[src/rtl/lcd_text_buffer.sv]
// Character-stream front end for a 2x16 LCD: maintains a 32-cell text frame from a byte stream.
// Optional feature: define LCD_SCROLL_EN to scroll line 1 up instead of wrapping to line 0.
module lcd_text_buffer #(
  parameter logic [7:0] BLANK_CHAR = 8'h20,
  parameter logic [7:0] CODE_CLR   = 8'h0C,
  parameter logic [7:0] CODE_NL    = 8'h0A,
  parameter logic [7:0] CODE_BS    = 8'h08
) (
  input  logic             clk,
  input  logic             reset,
  input  logic             in_valid,
  input  logic [7:0]       in_char,
  output logic             in_ready,
  output logic [0:31][7:0] ASCII,
  output logic [4:0]       cursor,
  output logic             busy
);

  // state  | meaning
  // IDLE   | accepting bytes
  // CLEAR  | blanking one cell per cycle, 32 cycles
  // SCROLL | moving line 1 to line 0 one column per cycle, 16 cycles
`ifdef LCD_SCROLL_EN
  typedef enum logic [1:0] {IDLE = 2'd0, CLEAR = 2'd1, SCROLL = 2'd2} state_t;
`else
  typedef enum logic [1:0] {IDLE = 2'd0, CLEAR = 2'd1} state_t;
`endif

  state_t     state, state_nxt;
  logic [4:0] op_idx;
  logic       take;
  logic       is_print;

  assign in_ready = (state == IDLE);
  assign busy     = ~in_ready;
  assign take     = in_valid && in_ready;
  assign is_print = (in_char >= 8'h20) && (in_char <= 8'h7E);

  always_ff @(posedge clk or posedge reset) begin
    if (reset) state <= IDLE;
    else       state <= state_nxt;
  end

  always_comb begin
    state_nxt = state;
    case (state)
      IDLE: begin
        if (take) begin
          if (in_char == CODE_CLR) state_nxt = CLEAR;
`ifdef LCD_SCROLL_EN
          else if (is_print && cursor == 5'd31) state_nxt = SCROLL;
          else if (in_char == CODE_NL && cursor[4]) state_nxt = SCROLL;
`endif
        end
      end
      CLEAR: if (op_idx == 5'd31) state_nxt = IDLE;
`ifdef LCD_SCROLL_EN
      SCROLL: if (op_idx == 5'd15) state_nxt = IDLE;
`endif
      default: state_nxt = IDLE;
    endcase
  end

  // Index restarts from zero whenever the FSM sits in IDLE, so every entry begins at cell 0.
  always_ff @(posedge clk or posedge reset) begin
    if (reset) op_idx <= 5'd0;
    else       op_idx <= (state == IDLE) ? 5'd0 : op_idx + 5'd1;
  end

  always_ff @(posedge clk or posedge reset) begin
    if (reset) begin
      ASCII  <= {32{BLANK_CHAR}};
      cursor <= 5'd0;
    end else begin
      case (state)
        IDLE: begin
          if (take) begin
            if (is_print) begin
              ASCII[cursor] <= in_char;
              cursor        <= cursor + 5'd1;
            end else if (in_char == CODE_NL) begin
              cursor <= cursor[4] ? 5'd0 : 5'd16;
            end else if (in_char == CODE_BS) begin
              if (cursor != 5'd0) begin
                cursor                <= cursor - 5'd1;
                ASCII[cursor - 5'd1]  <= BLANK_CHAR;
              end
            end
          end
        end
        CLEAR: begin
          ASCII[op_idx] <= BLANK_CHAR;
          if (op_idx == 5'd31) cursor <= 5'd0;
        end
`ifdef LCD_SCROLL_EN
        SCROLL: begin
          ASCII[{1'b0, op_idx[3:0]}] <= ASCII[{1'b1, op_idx[3:0]}];
          ASCII[{1'b1, op_idx[3:0]}] <= BLANK_CHAR;
          if (op_idx == 5'd15) cursor <= 5'd16;
        end
`endif
        default: ;
      endcase
    end
  end

endmodule

[config.mk]
export PLATFORM = sky130hd
export DESIGN_NAME = lcd_text_buffer
export DESIGN_NICKNAME = d
export VERILOG_FILES = /design/src/rtl/lcd_text_buffer.sv
export SDC_FILE = /design/constraint.sdc
export NUM_CORES = 1
export LEC_CHECK = 0
export ABC_AREA = 0
export CAP_MARGIN = 0
export CORE_UTILIZATION = 45
export DETAILED_ROUTE_END_ITERATION = 8
export HOLD_SLACK_MARGIN = 0.08
export PLACE_DENSITY_LB_ADDON = 0.25
export SETUP_SLACK_MARGIN = 0.3
export SLEW_MARGIN = 20
export SYNTH_ARGS = -nofsm -noshare
export SYNTH_HDL_FRONTEND = slang
export SYNTH_SLANG_ARGS = --single-unit
[constraint.sdc]
create_clock -name clk -period 13.2 [get_ports clk]
set_input_delay 2.64 -clock clk [delete_from_list [all_inputs] [get_ports clk]]
set_output_delay 2.64 -clock clk [all_outputs]
set_load 0.02 [all_outputs]
==> results.toml <==
[timing]
fin_crit_sh_pct = 44.80
min_period_ps = 5913
finClkSkew_ps = 22.35
clock.fmax_mhz = 169.1
worstMarginPinSlew_ps = 1157
slew_headroom_pct = 22.89
hold_violations = 0
rsz0062_at_grt = "no"
hold_slack_ps = 482.3
slew_violations = 0
finalSetupViolCount = 0
tns_ps = 0

[floorplan]
die_area_sq_um = 29860
pin_count = 274
core-area_sq_um = 28700
rows = 62
chipWidth_microns = 172.8
start_util_pct = 45.74
dieHeight_microns = 172.8

[clocking]
path_clk_slew_ps = 60
insertion_delay_ps = 560
cts_buffer_depth = 3
postCtsResizedCells = 0
cts-htree-levels = 1
clock_sinks = 267
cts_tree = "yes"
numCtsBuffers = 29
cts_setup_buffers = 0
clockRootBuffer = "clkbuf_16"
cts_hold_buf = 0

[global_route]
grt_pass1_vias = 11810
grt_max_degree = 135
grt_overflow = 0
grt_usage_pct = 30.57
grt_pass1_wl_microns = 71690
antenna_found_initial = 0

[route]
drc_errors = 0
wire_per_inst_microns = 24.02
routed_wl_microns = 46640
viasPerCell = 6.354
dr_total_vias = 12340
ant_nets = 0
dr.pass1.iters = 6
drtIter0Drc = 1653

[power_and_ir_drop]
p_per_area_nw_per_um2 = 154.3
p_leak_nw = 6.907
peakVddDrop_v = 0.0001321

[setup_path]
critical_path.startpoint = "in_char[5]"
crit_arrival_ps = 6350
worstPathMaxFanout = 28
reg2reg_slack_ps = 9160
required_ps = 13630
r2r-start = "cursor[0]"
crit_type = "input port to flop"
worstRegToRegCells = 7
crit_path_start_kind = "input port"
worst_setup_path_end_kind = "flop"
r2r-end = "ASCII[39]"

[run]
cap_violations = 0

[hold_path]
whs_path_depth = 2
holdPathEnd = "ASCII[77]"
hold_start = "ASCII[77]"
hold_class = "flop to flop"

[synth]
synthTopCellsByArea = "dfrtp_1, a22o_1, dfstp_2"
postSynthCellCount = 1305
syn-num-nets = 1327
ys_async_sr_fraction_pct = 100.0
yosysTopAreaCell = "dfrtp_1"
syn_area_sq_um = 13130
synth_ff_type = "dfrtp_1"
ys_warn_count = 0
syn_avg_cell_area_sq_um = 10.06
ys_ff_latch = 267
synth-edff-count = 0
synth_cell_types = 83
yosysTopAreaCellShare_pct = 44.80
yosysSeqAreaShare_pct = 51.20

[cells_and_area]
final_nets = 1557
drive_gt1_share_pct = 9.114
area_growth_pct = 29.79
antenna_cells = 0

[run_status]
status = "complete, no violations"

[placement]
portBuffers = 273
dpl.hpwl_microns = 31010
routabilityCongestion = 0.9403
## synthesized netlist by cell type (6+ instances only)
library cell  instances
a211oi_1              6
a21oi_1              47
buf_4                10
a31oi_1              15
clkbuf_1             39
nand3_1              29
nor3_1               15
a22o_1               97
nand2b_1             25
buf_2                37
dfstp_2              32
dfrtp_1             235
nor2_1               90
a311oi_1             10
o2bb2ai_1            24
o22ai_1              34
and2_1               23
nor2b_1               9
a2bb2oi_1             8
ha_1                 11
inv_1                48
and3_1                9
o21ai_0             129
o32ai_1               8
o211ai_1             12
a22oi_1              53
nand2_1             115
a21boi_0              6
## metal layers
layer | GRT usage (%) | routed length (microns) | vias to the layer above
li1 | - | - | 5348
met1 | 43.07 | 19130 | 6050
met2 | 45.92 | 20540 | 793
met3 | 6.288 | 5016 | 148
met4 | 12.91 | 1954 | 0
met5 | 0 | 0 | -
## stage by stage
stage	instances	setup slack, ps	utilization (%)	area [sq um]	power (W)
after detailed placement	1888	6905	55.91	16050	0.001781
after global placement	1888	7046	55.91	16050	0.001772
after floorplan	1305	3259	-	13130	0.001442
final	1942	7287	59.36	17040	0.002629
after global routing	1942	7217	59.36	17040	0.002728
after CTS	1942	7466	59.36	17040	0.002625
## cell usage in the layout (no fill, tap or decap), drive strengths merged, types with 35 or more instances in the layout
cell	n
a21oi	53
a22oi	54
o22ai	35
clkbuf	45
nand2	116
clkdlybuf4s50	273
inv	50
a22o	97
o21ai	133
nor2	90
dfrtp	235
## report_power, final
group	internal, W	leakage (nW)	total [W]	switching, W
combinational	0.000294	2.89	0.000765	0.000471
clock	0.000505	0.483	0.000845	0.000340
sequential	0.000922	3.53	0.00102	0.0000970
total	0.00172	6.91	0.00263	0.000908
## kinds of logic after synthesis
kind of cell             share of synthesized area, %
AND/OR/NAND/NOR                                 13.22
buffers and inverters                           4.651
XOR/XNOR                                      0.06673
flip-flops                                      51.20
multiplexers                                   0.4003
adder cells (fa/ha/maj)                         1.048
AO/OA/AOI/OAI                                   29.41
## area by class of cell
class | count | area (sq um)
fillers | 2445 | 11660
flip-flops and latches | 267 | 6721
multi-input cells | 900 | 5804
repair buffers | 289 | 2853
clock buffers | 45 | 855.8
well taps | 384 | 480.5
inverters | 48 | 187.7
clock inverters | 9 | 136.4
## critical path: stages
cell	delay, ps
clkdlybuf4s50_1	790
nor3_1	500
nand4b_2	620
a21oi_4	1000
nand3_1	470
and2_1	310
## state kept, by name, summed over array words and instances, names as in the netlist
register and count:
cursor 5, ASCII 256, state 1, op_idx 5
## how the worst max path moves through the flow
stage / end / slack, ps / cells after the start
global route: ASCII[39] / 7220 / 6
global placement: ASCII[39] / 7050 / 6
detailed placement: ASCII[39] / 6900 / 6
finish: ASCII[39] / 7290 / 6
floorplan: ASCII[0] / 3260 / 1
CTS: ASCII[39] / 7470 / 6
Note: power is estimated with default switching activity, not from simulation.
